$ cat config.mk
export PLATFORM = sky130hd
export DESIGN_NAME = rs_kes_sched_flat
export DESIGN_NICKNAME = d
export VERILOG_FILES = /design/src/rtl/rs_kes_sched_pkg.sv /design/src/rtl/rs_kes_sched_if.sv /design/src/rtl/rs_kes_sched_stats.sv /design/src/rtl/rs_kes_sched.sv /design/src/flat_wrapper.sv
export SDC_FILE = /design/constraint.sdc
export NUM_CORES = 1
export LEC_CHECK = 0
export BUFFER_PORTS_ARGS = -buffer_cell sky130_fd_sc_hd__buf_2
export CORE_MARGIN = 10
export CORE_UTILIZATION = 50
export CTS_BUF_LIST = sky130_fd_sc_hd__clkbuf_4 sky130_fd_sc_hd__clkbuf_8
export CTS_CLUSTER_SIZE = 16
export DETAILED_ROUTE_END_ITERATION = 10
export PLACE_DENSITY = 0.83
export SLEW_MARGIN = 40
export SYNTH_ARGS = -nofsm -noshare
export SYNTH_HDL_FRONTEND = slang
export SYNTH_SLANG_ARGS = --single-unit
export TNS_END_PERCENT = 10
$ cat constraint.sdc
create_clock -name clk -period 3.9 [get_ports clk]
set_input_delay 0.975 -clock clk [delete_from_list [all_inputs] [get_ports clk]]
set_output_delay 0.975 -clock clk [all_outputs]
set_load 0.05 [all_outputs]
$ cat src/rtl/rs_kes_sched_pkg.sv
// Shared RS decoder constants: field/syndrome sizing, KES scheduler state encoding, bypass result.
// Pure declarations, no logic; imported by the scheduler slice.
package rs_dec_pkg;
  localparam int GF_W = 8;
  localparam int T    = 2;
  localparam int NSYN = 4;

  typedef enum logic [1:0] {
    ST_IDLE   = 2'd0,
    ST_LAUNCH = 2'd1,
    ST_WAIT   = 2'd2,
    ST_OUT    = 2'd3
  } sched_state_e;

  // Error locator of a clean codeword is the constant polynomial 1.
  localparam logic [(T+1)*GF_W-1:0] LAMBDA_NOERR = 24'h000001;

  typedef struct packed {
    logic [(T+1)*GF_W-1:0] lambda;
    logic [T*GF_W-1:0]     omega;
    logic                  no_err;
    logic                  fail;
  } kes_res_t;
endpackage

$ cat src/rtl/rs_kes_sched_if.sv
// Syndrome-in / result-out valid-ready bundle around the KES scheduler.
// slave = scheduler side, master = syndrome producer plus Chien/Forney consumer.
interface rs_kes_sched_if #(parameter int TAG_W = 4);
  import rs_dec_pkg::*;

  logic                    in_valid;
  logic                    in_ready;
  logic [NSYN*GF_W-1:0]    in_syn;
  logic [TAG_W-1:0]        in_tag;
  logic                    out_valid;
  logic                    out_ready;
  logic [(T+1)*GF_W-1:0]   out_lambda;
  logic [T*GF_W-1:0]       out_omega;
  logic [TAG_W-1:0]        out_tag;
  logic                    out_no_err;
  logic                    out_fail;

  modport master (
    output in_valid, in_syn, in_tag, out_ready,
    input  in_ready, out_valid, out_lambda, out_omega, out_tag, out_no_err, out_fail
  );
  modport slave (
    input  in_valid, in_syn, in_tag, out_ready,
    output in_ready, out_valid, out_lambda, out_omega, out_tag, out_no_err, out_fail
  );
endinterface

$ cat src/rtl/rs_kes_sched_stats.sv
// Saturating block/bypass/fail counters, stepped on each result handshake; 1-cycle update latency.
// Passive observer: never backpressures.
module rs_kes_sched_stats #(
  parameter int CNT_W = 16
) (
  input  logic             clk,
  input  logic             rstn,
  input  logic             hs,
  input  logic             no_err,
  input  logic             fail,
  output logic [CNT_W-1:0] stat_blocks,
  output logic [CNT_W-1:0] stat_bypass,
  output logic [CNT_W-1:0] stat_fail
);
  always_ff @(posedge clk or negedge rstn) begin
    if (!rstn) begin
      stat_blocks <= '0;
      stat_bypass <= '0;
      stat_fail   <= '0;
    end else if (hs) begin
      if (stat_blocks != '1)           stat_blocks <= stat_blocks + 1'b1;
      if (no_err && stat_bypass != '1) stat_bypass <= stat_bypass + 1'b1;
      if (fail && stat_fail != '1)     stat_fail   <= stat_fail + 1'b1;
    end
  end
endmodule

$ cat src/rtl/rs_kes_sched.sv
// KES scheduler: zero-syndrome bypass (result 1 cycle after accept) or launch/wait/capture (result 1 cycle after kes_done), with watchdog.
// One block in flight; in_ready drops until the result is taken. KES_SCHED_STATS_EN adds stat_* counters.
module rs_kes_sched
  import rs_dec_pkg::*;
#(
  parameter int TAG_W   = 4,
  parameter int TMO_CYC = 8,
  parameter int CNT_W   = 16
) (
  input  logic             clk,
  input  logic             rstn,
  rs_kes_sched_if.slave    bus,
  output logic             kes_ena,
  output logic [GF_W-1:0]  kes_syn0,
  output logic [GF_W-1:0]  kes_syn1,
  output logic [GF_W-1:0]  kes_syn2,
  output logic [GF_W-1:0]  kes_syn3,
  input  logic             kes_done,
  input  logic [GF_W-1:0]  kes_lambda0,
  input  logic [GF_W-1:0]  kes_lambda1,
  input  logic [GF_W-1:0]  kes_lambda2,
  input  logic [GF_W-1:0]  kes_omega0,
  input  logic [GF_W-1:0]  kes_omega1,
  output logic             err_sticky
`ifdef KES_SCHED_STATS_EN
  ,
  output logic [CNT_W-1:0] stat_blocks,
  output logic [CNT_W-1:0] stat_bypass,
  output logic [CNT_W-1:0] stat_fail
`endif
);
  localparam logic [7:0] TMO_LAST = 8'(TMO_CYC - 1);

  sched_state_e         state_q, state_d;
  kes_res_t             res_q, res_d;
  logic                 res_ld, syn_ld, tmo;
  logic                 accept;
  logic [TAG_W-1:0]     tag_q;
  logic [7:0]           timer_q;
  logic [NSYN*GF_W-1:0] kes_syn_q;

  assign accept = bus.in_valid && (state_q == ST_IDLE);

  always_comb begin
    state_d = state_q;
    res_d   = res_q;
    res_ld  = 1'b0;
    syn_ld  = 1'b0;
    tmo     = 1'b0;
    case (state_q)
      ST_IDLE: begin
        if (accept) begin
          if (bus.in_syn == '0) begin
            res_d.lambda = LAMBDA_NOERR;
            res_d.omega  = '0;
            res_d.no_err = 1'b1;
            res_d.fail   = 1'b0;
            res_ld       = 1'b1;
            state_d      = ST_OUT;
          end else begin
            syn_ld  = 1'b1;
            state_d = ST_LAUNCH;
          end
        end
      end
      ST_LAUNCH: state_d = ST_WAIT;
      ST_WAIT: begin
        // A completion on the last watchdog cycle still counts as a success.
        if (kes_done) begin
          res_d.lambda = {kes_lambda2, kes_lambda1, kes_lambda0};
          res_d.omega  = {kes_omega1, kes_omega0};
          res_d.no_err = 1'b0;
          res_d.fail   = 1'b0;
          res_ld       = 1'b1;
          state_d      = ST_OUT;
        end else if (timer_q == TMO_LAST) begin
          res_d   = '0;
          res_d.fail = 1'b1;
          res_ld  = 1'b1;
          tmo     = 1'b1;
          state_d = ST_OUT;
        end
      end
      ST_OUT: if (bus.out_ready) state_d = ST_IDLE;
      default: state_d = ST_IDLE;
    endcase
  end

  always_ff @(posedge clk or negedge rstn) begin
    if (!rstn) begin
      state_q    <= ST_IDLE;
      res_q      <= '0;
      tag_q      <= '0;
      timer_q    <= '0;
      kes_syn_q  <= '0;
      err_sticky <= 1'b0;
    end else begin
      state_q <= state_d;
      if (res_ld) res_q <= res_d;
      if (accept) tag_q <= bus.in_tag;
      // Only non-bypass blocks reload the KES inputs, so they hold otherwise.
      if (syn_ld) kes_syn_q <= bus.in_syn;
      if (state_q == ST_LAUNCH)    timer_q <= '0;
      else if (state_q == ST_WAIT) timer_q <= timer_q + 8'd1;
      if (tmo) err_sticky <= 1'b1;
    end
  end

  assign bus.in_ready   = (state_q == ST_IDLE);
  assign bus.out_valid  = (state_q == ST_OUT);
  assign bus.out_lambda = res_q.lambda;
  assign bus.out_omega  = res_q.omega;
  assign bus.out_no_err = res_q.no_err;
  assign bus.out_fail   = res_q.fail;
  assign bus.out_tag    = tag_q;
  assign kes_ena        = (state_q == ST_LAUNCH);
  assign {kes_syn3, kes_syn2, kes_syn1, kes_syn0} = kes_syn_q;

`ifdef KES_SCHED_STATS_EN
  logic out_hs;
  assign out_hs = bus.out_valid && bus.out_ready;

  rs_kes_sched_stats #(.CNT_W(CNT_W)) u_stats (
    .clk         (clk),
    .rstn        (rstn),
    .hs          (out_hs),
    .no_err      (res_q.no_err),
    .fail        (res_q.fail),
    .stat_blocks (stat_blocks),
    .stat_bypass (stat_bypass),
    .stat_fail   (stat_fail)
  );
`endif
endmodule

$ cat src/flat_wrapper.sv
// flat-port wrapper written by rule: the top's interface ports become plain ports
module rs_kes_sched_flat import rs_dec_pkg::*;
#(
  parameter int TAG_W   = 4,
  parameter int TMO_CYC = 8,
  parameter int CNT_W   = 16
)
  (clk, rstn, kes_ena, kes_syn0, kes_syn1, kes_syn2, kes_syn3, kes_done, kes_lambda0, kes_lambda1, kes_lambda2, kes_omega0, kes_omega1, err_sticky, bus_in_valid, bus_in_syn, bus_in_tag, bus_out_ready, bus_in_ready, bus_out_valid, bus_out_lambda, bus_out_omega, bus_out_tag, bus_out_no_err, bus_out_fail);
  rs_kes_sched_if #(.TAG_W(TAG_W)) bus_i ();
  input  logic clk;
  input  logic rstn;
  output logic kes_ena;
  output logic [GF_W-1:0] kes_syn0;
  output logic [GF_W-1:0] kes_syn1;
  output logic [GF_W-1:0] kes_syn2;
  output logic [GF_W-1:0] kes_syn3;
  input  logic kes_done;
  input  logic [GF_W-1:0] kes_lambda0;
  input  logic [GF_W-1:0] kes_lambda1;
  input  logic [GF_W-1:0] kes_lambda2;
  input  logic [GF_W-1:0] kes_omega0;
  input  logic [GF_W-1:0] kes_omega1;
  output logic err_sticky;
  input wire logic [$bits(bus_i.in_valid)-1:0] bus_in_valid;
  input wire logic [$bits(bus_i.in_syn)-1:0] bus_in_syn;
  input wire logic [$bits(bus_i.in_tag)-1:0] bus_in_tag;
  input wire logic [$bits(bus_i.out_ready)-1:0] bus_out_ready;
  output wire logic [$bits(bus_i.in_ready)-1:0] bus_in_ready;
  output wire logic [$bits(bus_i.out_valid)-1:0] bus_out_valid;
  output wire logic [$bits(bus_i.out_lambda)-1:0] bus_out_lambda;
  output wire logic [$bits(bus_i.out_omega)-1:0] bus_out_omega;
  output wire logic [$bits(bus_i.out_tag)-1:0] bus_out_tag;
  output wire logic [$bits(bus_i.out_no_err)-1:0] bus_out_no_err;
  output wire logic [$bits(bus_i.out_fail)-1:0] bus_out_fail;
  assign bus_i.in_valid = bus_in_valid;
  assign bus_i.in_syn = bus_in_syn;
  assign bus_i.in_tag = bus_in_tag;
  assign bus_i.out_ready = bus_out_ready;
  assign bus_in_ready = bus_i.in_ready;
  assign bus_out_valid = bus_i.out_valid;
  assign bus_out_lambda = bus_i.out_lambda;
  assign bus_out_omega = bus_i.out_omega;
  assign bus_out_tag = bus_i.out_tag;
  assign bus_out_no_err = bus_i.out_no_err;
  assign bus_out_fail = bus_i.out_fail;
  rs_kes_sched #(.TAG_W(TAG_W), .TMO_CYC(TMO_CYC), .CNT_W(CNT_W)) u_core (.clk(clk), .rstn(rstn), .bus(bus_i), .kes_ena(kes_ena), .kes_syn0(kes_syn0), .kes_syn1(kes_syn1), .kes_syn2(kes_syn2), .kes_syn3(kes_syn3), .kes_done(kes_done), .kes_lambda0(kes_lambda0), .kes_lambda1(kes_lambda1), .kes_lambda2(kes_lambda2), .kes_omega0(kes_omega0), .kes_omega1(kes_omega1), .err_sticky(err_sticky));
endmodule
Word level (Yosys, flattened, before mapping)

Index checks and enable logic that the tools add are counted.

Add/subtract/negate cells: 1
Equal/unequal tests: 8
Multiplexer cells: 23
Reduce and logical (&&, ||, !) cells: 7

Operators with widths:

| kind                  | count |
|---|---|
| $mux W42              | 4 |
| $pmux W42 S2          | 1 |
| $logic_not A32 Y1     | 1 |
| $mux W8               | 2 |
| $mux W2               | 5 |
| $mux W1               | 9 |
| $add A8 B1 Y8 const B | 1 |
| $eq A8 B3 Y1 const B  | 1 |
| $pmux W2 S4           | 1 |
| $reduce_and A5 Y1     | 1 |
| $eq A2 B2 Y1 const B  | 2 |
| $ne A2 B1 Y1 const B  | 2 |
| $reduce_bool A2 Y1    | 2 |
| $ne A3 B2 Y1 const B  | 1 |
| $reduce_and A3 Y1     | 1 |
| $eq A2 B1 Y1 const B  | 1 |
| $logic_not A2 Y1      | 1 |
| $ne A2 B2 Y1 const B  | 1 |
| $pmux W1 S2           | 1 |
| $logic_and A1 B1 Y1   | 1 |

Bits in registers: 89
Input port bits: 81
Output and inout bits: 82
Logic and storage cells: 48

Logic depth before layout (Yosys ltp)

Gate-level depths: netlist of the first run.

Depth after elaboration: 5
Gate-level depth with buffers: 9
Gate-level depth less buffers: 7

Least setup slack after synthesis of the first run

OpenSTA, ideal clock, no wires.

Path type: input to register
Start point: input bus_in_syn[9]
End point: register u_core.kes_syn_q[0]
Library setup time: 0.125 ns
Data arrival time: 2.139 ns
Required time: 3.775 ns
Setup slack: 1.636 ns
Stages on the path: 5
Buffers on the path: 1
Cell sequence: nor4_1 and4_1 a21o_1 buf_4 mux2_2

Word-level cells in the longest chain between the ends: 4

Ends and longest elaborated chain:

| what                 | RTL line            | RTL |
|---|---|---|
| from (decl)          | flat_wrapper.sv:25  | `input wire logic [$bits(bus_i.in_syn)-1:0] bus_in_syn;` |
| $logic_not A32 Y1    | rs_kes_sched.sv:53  | `if (bus.in_syn == '0) begin` |
| $mux W1              | rs_kes_sched.sv:53  |  |
| $mux W1              | rs_kes_sched.sv:52  | `if (accept) begin` |
| $mux W1              | rs_kes_sched.sv:50  | `case (state_q)` |
| to (signal assigned) | rs_kes_sched.sv:102 | `if (syn_ld) kes_syn_q <= bus.in_syn;` |
| to (decl)            | rs_kes_sched.sv:40  | `logic [NSYN*GF_W-1:0] kes_syn_q;` |

No other way between the ends.
A chain may end at the register's enable or synchronous reset.

Worst setup path in the final report of the first run

Start point: register u_core.state_q[0]
End point: register u_core.res_q (netlist bit u_core.bus.out_lambda[6])

Word-level cells in the longest chain between the ends: 5
Elaborated cells on any way between the ends: 11
Classes of those cells: 4 x eq/ne; 3 x mux; 4 x reduce/logical

Ends and longest elaborated chain:

| what                               | RTL line                               | RTL |
|---|---|---|
| from (decl)                        | rs_kes_sched.sv:34                     | `sched_state_e state_q, state_d;` |
| from (signal assigned)             | rs_kes_sched.sv:98                     | `state_q <= state_d;` |
| $logic_not A2 Y1                   | rs_kes_sched.sv:42, rs_kes_sched.sv:50 |  |
| $logic_and A1 B1 Y1                | rs_kes_sched.sv:42                     | `assign accept = bus.in_valid && (state_q == ST_IDLE);` |
| $mux W1                            | rs_kes_sched.sv:52                     |  |
| $pmux W1 S2                        | rs_kes_sched.sv:50                     |  |
| $reduce_and A5 Y1 (no source line) | n/a                                    |  |
| to (signal assigned)               | rs_kes_sched.sv:99                     | `if (res_ld) res_q <= res_d;` |
| to (decl)                          | rs_kes_sched.sv:35                     | `kes_res_t res_q, res_d;` |

Several ways; a longest one is shown, not always the timed one.

==> results of run 1 <==
final cells by class:
cell class,count,area (µm²),area share
Tap cell,99,124,0.0251
Inverter,8,30.0,0.00608
Clock inverter,6,97.6,0.0198
Sequential cell,89,2230,0.451
Clock buffer,10,138,0.0279
Timing Repair Buffer,170,893,0.181
Multi-Input combinational cell,184,1430,0.289
stage by stage:
stage               setup WS, ns  instances  utilization
CTS                         1.21        566        0.673
detailed placement         0.904        550        0.641
global route                1.02        566        0.673
global placement           0.650        549        0.637
floorplan                   1.64        302            -
finish                      1.23        566        0.673
how the worst max path moves through the flow:
stage / start / end / slack (ns)
after floorplan: bus_in_syn[9] / u_core.kes_syn_q[0] / 1.64
after global placement: bus_in_valid / u_core.bus.out_lambda[18] / 0.65
after detailed placement: kes_done / u_core.bus.out_omega[0] / 0.90
after CTS: u_core.state_q[0] / u_core.bus.out_lambda[19] / 1.21
after global routing: u_core.state_q[0] / u_core.bus.out_lambda[21] / 1.02
final: u_core.state_q[0] / u_core.bus.out_lambda[6] / 1.23
logic make-up after synthesis:
kind of cell,after synthesis,share of synthesized area
buffers and inverters,29,0.0396
XOR/XNOR,3,0.00693
AO/OA/AOI/OAI,59,0.121
adder cells (fa/ha/maj),6,0.0198
AND/OR/NAND/NOR,76,0.107
flip-flops,89,0.587
multiplexers,40,0.118
per-layer routing:
metal / global-route usage / vias to the layer above / part of all wire / routed length, µm
li1: - / 1435 / - / -
met1: 0.207 / 1511 / 0.40 / 4120
met2: 0.283 / 133 / 0.46 / 4780
met3: 0.0970 / 10 / 0.13 / 1300
met4: 0.0658 / 0 / 0.013 / 133
met5: 0 / - / 0 / 0
Yosys cell counts, types with 3 or more instances:
cell type and number:
o21ai_0 7, nor2_1 6, ha_1 6, nand3_1 39, and3_1 3, inv_1 8
mux2i_1 3, mux2_2 36, o2bb2ai_1 39, buf_2 6, nand2_1 8, clkbuf_1 8
a21oi_1 6, buf_4 5, dfrtp_1 89, nor4_1 8, nand2b_1 4
placed cells by master (no fill, tap or decap), drive strengths merged, types with 3 or more instances in the layout:
master     n
o21ai      7
and3       3
inv       11
nand3     39
nor2       6
clkbuf    10
nor4       9
a21oi      7
mux2i      3
mux2      37
dfrtp     89
nand2      8
ha         6
buf      170
nand2b     4
o2bb2ai   39
flip-flops by register name, indices dropped and copies added (netlist names):
name,flops
u_core.err_sticky,1
u_core.state_q,2
u_core.bus.out_no_err,1
u_core.bus.out_tag,4
u_core.bus.out_lambda,24
u_core.timer_q,8
u_core.bus.out_fail,1
u_core.bus.out_omega,16
u_core.kes_syn_q,32
==> impl_metrics.ini, run 1 <==
[status]
status = finished, final reports clean

[die]
coreArea_mm2 = 0.00733
initial_core_util = 0.517
core.rowCount = 31
io_pins = 163
dieArea_mm2 = 0.0115
die_x_um = 107
die_h_um = 107

[clock_tree]
root_buffer = clkbuf_8
clock_latency_ns = 0.36
cts.sinks = 89
cts_buffers = 9
ctsResizeCount = 0
cts_tree = done
post-cts-setup-buffers = 0
cts_buffer_depth = 2
path_clk_slew_ns = 0.10
cts_hold_repair.buffers = 0
cts_max_level = 3

[synthesis]
syn_nets = 389
netlist.area_leader.share = 0.587
ys_warn_count = 0
synth_edf_count = 0
ys_seq_area_frac = 0.587
synth_area_leader_cell = dfrtp_1
ys_async_sr_fraction = 1.00
synth_seq_cells = 89
synth_cells = 302
syn_area_mm2 = 0.00379
synth.distinct_cells = 34
avgSynthCellArea_um2 = 12.6
synthTopCellsByArea = dfrtp_1 59%, mux2_2 11%, o2bb2ai_1 9.0%, nand3_1 5.1%, ha_1 2.0%
synth-main-ff-cell = dfrtp_1

[min_path]
min_path_cells = 1
hold_class = reg2reg
min_to = u_core.bus.out_lambda[23]
hp-start = u_core.bus.out_lambda[23]

[sta]
rsz0062_at_grt = false
finalSetupTns_ns = 0
slew_headroom = 0.627
worst_pin_slew_ns = 0.558
hold_viol_final = 0
max_freq_mhz = 374
final.min_clock_period_ns = 2.67
worst_hold_slack_ns = 0.490
finalSetupViolCount = 0
post-route-period-util = 0.685
drv_slew = 0
skew_ns = 0.0147

[cells_and_area]
fillers = 541
nNetsFinal = 549
areaGrowthSynthToFinish_pct = 30.2
drive_above_1_share = 0.482
antennaDiodeCount = 0
fin_area_mm2 = 0.00494

[setup_path]
path_buf_inv = 3
crit_slowest_cell = dfrtp_1
rrSetupSlack_ns = 1.23
regToRegEndpoint = u_core.bus.out_lambda[6]
endpoint_kind = flip-flop
slowest_delay_ns = 0.41
reg2reg_depth = 9
critical_path_class = reg2reg
required_ns = 4.18
cpMostUsedCell = nand2b_1
worstPathArrival_ns = 2.95
r2r-start = u_core.state_q[0]
path_delay_family = buffers and inverters
crit_path_start_kind = flip-flop
crit_fanout = 23
critical_path_depth = 9
path_cells = inv_1 -> ha_1 -> nand2b_1 -> a21oi_1 -> a21oi_4 -> buf_16 -> nand2b_1 -> buf_4 -> o2bb2ai_1

[route]
routed_wl_um = 10300
drtPass1Iterations = 4
drt_iter0_drc = 175
vias = 3089
routedWlPerCell_um = 18.3
post_drt_via_cell_ratio = 5.46
drtAntennaViolNets = 0
drc = 0

[placed_design]
place_hpwl_um = 8060
place_area_mm2 = 0.00470
portBuffers = 162
gp_congestion = 0.802

[global_routing]
grtUsageTotal = 0.181
overflow = 0
grt_pass1_vias = 3328
grt_pass1_wl_um = 17000
grt_max_degree = 45
antenna_found_initial = 0

[job]
maxCapViolCount = 0
Power of run 1 is left out: the tool's default activity adds up to more than one toggle a clock period on the data nets, which glitch-free logic cannot reach.
==> run 2, diff against run 1 <==
--- a/config.mk
+++ b/config.mk
@@ -7,11 +7,11 @@
 export LEC_CHECK = 0
 export BUFFER_PORTS_ARGS = -buffer_cell sky130_fd_sc_hd__buf_2
 export CORE_MARGIN = 10
-export CORE_UTILIZATION = 50
+export CORE_UTILIZATION = 44
 export CTS_BUF_LIST = sky130_fd_sc_hd__clkbuf_4 sky130_fd_sc_hd__clkbuf_8
 export CTS_CLUSTER_SIZE = 16
 export DETAILED_ROUTE_END_ITERATION = 10
-export PLACE_DENSITY = 0.83
+export PLACE_DENSITY = 0.78
 export SLEW_MARGIN = 40
 export SYNTH_ARGS = -nofsm -noshare
 export SYNTH_HDL_FRONTEND = slang
==> constraint.sdc (replaced) <==
create_clock -name clk -period 2.2 [get_ports clk]
set_input_delay 0.55 -clock clk [delete_from_list [all_inputs] [get_ports clk]]
set_output_delay 0.55 -clock clk [all_outputs]
set_load 0.05 [all_outputs]
==> run 2 against run 1 <==
  * Non-clock buffer count grew 3
  * First-iteration DRC count shrank 33%
  * Cell count up 1.4%
  * Die area is 11% higher
  * Setup slack got worse by 1.0 ns
  * Register-to-register slack lost 1.0 ns
  * Critical path depth is 6 lower
  * Via count is 1.6% lower
  * Routed wire length up 2.1%
  * Clock skew down 0.0040 ns
  * Final area rose by 0.25%
  * Highest routed layer unchanged
==> impl_metrics.ini, run 2 (same netlist as run 1, synthesis figures left out) <==
[sta]
skew_ns = 0.0107
final.min_clock_period_ns = 2.02
post-route-period-util = 0.916
drv_slew = 0
rsz0062_at_grt = false
worst_pin_slew_ns = 0.460
slew_headroom = 0.694
max_freq_mhz = 496
hold_viol_final = 0
finalSetupViolCount = 0

[die]
core.rowCount = 33
dieArea_mm2 = 0.0127
coreArea_mm2 = 0.00830
die_x_um = 113
die_h_um = 113
io_pins = 163
initial_core_util = 0.457

[setup_path]
crit_fanout = 9
rrSetupSlack_ns = 0.22
crit_start = u_core.state_q[1]
crit_slowest_cell = dfrtp_1
path_cells = inv_1 -> ha_2 -> buf_2
path_buf_inv = 2
crit_path_start_kind = flip-flop
slowest_delay_ns = 0.42
endpoint_kind = primary output
worstPathArrival_ns = 1.47
required_ns = 1.65
path_delay_family = buffers and inverters
r2r-start = u_core.state_q[0]
critical_path_class = reg2out

[cells_and_area]
nNetsFinal = 552
fin_util = 0.596
final_common_cell = buf_2
drive_above_1_share = 0.488
top_register = u_core.kes_syn_q
areaGrowthSynthToFinish_pct = 30.5
layout_common_cells = 161 x buf_2, 89 x dfrtp_1, 39 x nand3_1, 39 x o2bb2ai_1, 36 x mux2_2
fin_area_mm2 = 0.00495
antennaDiodeCount = 0
largest_reg_flops = 32

[clock_tree]
path_clk_slew_ns = 0.08
cts_max_level = 3
cts_buffer_depth = 2
cts_hold_repair.buffers = 0
post-cts-setup-buffers = 0
root_buffer = clkbuf_8
cts.sinks = 89
cts_buffers = 9
cts_tree = done
clock_latency_ns = 0.35

[placed_design]
place_hpwl_um = 8220
gp_congestion = 0.817
place_area_mm2 = 0.00474
portBuffers = 162

[route]
drc = 0
post_drt_via_cell_ratio = 5.29
drtPass1Iterations = 6
routedWlPerCell_um = 18.4
vias = 3039
drtAntennaViolNets = 0
drt_iter0_drc = 118
routed_wl_um = 10600

[global_routing]
grt_pass1_wl_um = 16800
grt_max_degree = 43
antenna_found_initial = 0
grtUsageTotal = 0.160
overflow = 0
grt_pass1_vias = 3279

[job]
maxCapViolCount = 0

[min_path]
hold_class = in2async

[status]
status = finished, final reports clean
run 2: cell count changes in the layout (fill, tap and decap cells not counted), moves of 2 or more:
cell,previous run,this run
buf_12,0,2
inv_6,2,0
buf_4,8,10
clkinv_2,0,2
run 2: layer usage:
layer | vias up | share of wire | global-route usage
met5 | - | 0 | 0
met1 | 1449 | 0.41 | 0.191
li1 | 1434 | - | -
met2 | 143 | 0.44 | 0.245
met4 | 0 | 0.013 | 0.0491
met3 | 13 | 0.13 | 0.0856
run 2: what timing repair did:
item                                    in CTS  in global routing
resized for setup                            0                  2
endpoints found under the setup margin       0                 28
hold endpoints to repair                     0                  0
run 2: per-stage QoR:
step                instances  hold WS (ns)  setup TNS [ns]  setup WS [ns]
floorplan                 302         0.254               0          0.118
global placement          559         0.467          -0.809        -0.0312
detailed placement        559         0.471           -1.06        -0.0531
CTS                       574         0.157               0         0.0629
global route              574         0.170               0         0.0413
finish                    574         0.155               0          0.184
run 2: worst paths after layout:
check | cells after the start | end
setup / recovery | 3 | kes_ena
hold / removal | 1 | u_core.bus.out_lambda[1]
setup reg to reg | 8 | u_core.bus.out_lambda[10]
hold reg to reg | 1 | u_core.bus.out_omega[2]
max in group asynchronous | 2 | u_core.state_q[1]
min in group clk | 2 | u_core.bus.out_tag[1]
run 2: cell type report:
type,instances,area (µm²)
fillers,713,3350
flip-flops and latches,89,2230
multi-input cells,184,1440
repair buffers,173,921
clock buffers,12,159
well taps,105,131
clock inverters,3,40.0
inverters,8,30.0
run 2: worst reg2reg max path, delay by kind of cell (launching register included):
kind	cells	cell delay [ns]
buf+inv	2	0.44
compound gates	3	0.45
fa+ha+maj	1	0.30
flops	1	0.40
simple gates	2	0.31
Power of run 2 is left out for the same reason.
==> run 3, diff against run 2 <==
--- a/config.mk
+++ b/config.mk
@@ -7,11 +7,11 @@
 export LEC_CHECK = 0
 export BUFFER_PORTS_ARGS = -buffer_cell sky130_fd_sc_hd__buf_2
 export CORE_MARGIN = 10
-export CORE_UTILIZATION = 44
+export CORE_UTILIZATION = 50
 export CTS_BUF_LIST = sky130_fd_sc_hd__clkbuf_4 sky130_fd_sc_hd__clkbuf_8
 export CTS_CLUSTER_SIZE = 16
 export DETAILED_ROUTE_END_ITERATION = 10
-export PLACE_DENSITY = 0.78
+export PLACE_DENSITY = 0.83
 export SLEW_MARGIN = 40
 export SYNTH_ARGS = -nofsm -noshare
 export SYNTH_HDL_FRONTEND = slang
==> constraint.sdc (replaced) <==
create_clock -name clk -period 2.5 [get_ports clk]
set_input_delay 0.625 -clock clk [delete_from_list [all_inputs] [get_ports clk]]
set_output_delay 0.625 -clock clk [all_outputs]
set_load 0.05 [all_outputs]
==> run 3 against run 2 <==
  * Hold slack improved by 0.14 ns
  * Register-to-register slack improved by 0.25 ns
  * First-iteration DRC count rose by 1.7%
  * Clock skew about the same
  * Final area is 0.86% lower
  * Die area down 9.9%
  * Sequential share of layout area increased by 0.39 points
  * Count of clock-buffer cells in the layout down 1
  * Non-clock buffer count is 4 lower
  * Cell count fell by 1.6%
  * Critical path depth unchanged
  * Routed wire length grew 0.88%
  * Critical endpoint unchanged
  * Largest cell class unchanged
==> impl_metrics.ini, run 3 (same netlist as run 1, synthesis figures left out) <==
[status]
status = finished, final reports clean

[clock_tree]
post-cts-setup-buffers = 0
cts_tree = done
cts_hold_repair.buffers = 0
cts_max_level = 3
root_buffer = clkbuf_8
path_clk_slew_ns = 0.08
cts.sinks = 89
clock_latency_ns = 0.35
cts_buffer_depth = 2
cts_buffers = 9
ctsResizeCount = 0

[route]
vias = 3111
routedWlPerCell_um = 18.8
post_drt_via_cell_ratio = 5.51
drc = 0
top_layer_used = met4
wl_met1_um = 4260
drtPass1Iterations = 4
drt_iter0_drc = 120
drtAntennaViolNets = 0
routed_wl_um = 10600
wl_met3_um = 1250
wl_met2_um = 5070

[placed_design]
place_area_mm2 = 0.00470
gp_congestion = 0.746
place_hpwl_um = 8060
portBuffers = 162
pre_cts_slack_ns = 0.179

[sta]
worst_pin_slew_ns = 0.612
final.min_clock_period_ns = 2.16
worst_hold_slack_ns = 0.291
fin_ws_ns = 0.341
finalSetupViolCount = 0
hold_viol_final = 0
rsz0062_at_grt = false
drv_slew = 0
skew_ns = 0.0109
slew_headroom = 0.592
max_freq_mhz = 463
post-route-period-util = 0.863
finalSetupTns_ns = 0

[job]
maxCapViolCount = 0

[setup_path]
crit_start = u_core.state_q[1]
required_ns = 1.88
rrSetupSlack_ns = 0.47
r2r-start = u_core.state_q[0]
crit_path_start_kind = flip-flop
crit_fanout = 9
endpoint_kind = primary output
worstPathArrival_ns = 1.53
critical_path_class = reg2out

[global_routing]
grtUsageTotal = 0.184
antenna_found_initial = 0
grt_max_degree = 47
grt_pass1_wl_um = 17200
grt_pass1_vias = 3435
overflow = 0

[die]
io_pins = 163
coreArea_mm2 = 0.00733
die_h_um = 107
dieArea_mm2 = 0.0115
core.rowCount = 31
initial_core_util = 0.517
die_x_um = 107

[cells_and_area]
antennaDiodeCount = 0
nNetsFinal = 548
top_register = u_core.kes_syn_q
areaGrowthSynthToFinish_pct = 29.4
final_common_cell = buf_2
largest_reg_flops = 32
layout_common_cells = 161 x buf_2, 89 x dfrtp_1, 39 x nand3_1, 39 x o2bb2ai_1, 36 x mux2_2
fin_area_mm2 = 0.00491
drive_above_1_share = 0.481

[min_path]
hold_class = in2async
## run 3: cell types whose count changed in the layout (fill, tap and decap cells not counted), sizes merged
cell	previous run	this run
clkinvlp	0	2
buf	173	169
clkbuf	12	11
inv	8	10
clkinv	2	0
## run 3: area by class of cell
type	count	area [µm²]
multi-input combinational	184	1430
clock inverter	5	62.6
tap	99	124
fill	579	2420
clock buffer	11	145
sequential	89	2230
timing repair buffer	169	891
inverter	8	30.0
## run 3: critical path, cell delays in order (launching register included)
cell and delay (ns):
dfrtp_1 0.42, inv_1 0.12, ha_1 0.32, buf_2 0.33
## run 3: metal layers
metal	vias up	GRT usage
li1	1430	-
met1	1535	0.210
met2	137	0.299
met3	9	0.0988
met4	0	0.0397
met5	-	0
## run 3: path summary, 6_finish.rpt
check	to	cells after the start
worst max register to register	u_core.bus.out_fail	8
min in group clk	u_core.err_sticky	1
worst max-delay path	kes_ena	3
max in group asynchronous	u_core.kes_syn_q[25]	2
worst min-delay path	u_core.bus.out_omega[12]	1
worst min register to register	u_core.err_sticky	1
## run 3: per-stage QoR
stage               cells   util
floorplan             302      -
global placement      549  0.641
detailed placement    549  0.641
CTS                   565  0.669
global route          565  0.669
finish                565  0.669
Power of run 3 is left out for the same reason.
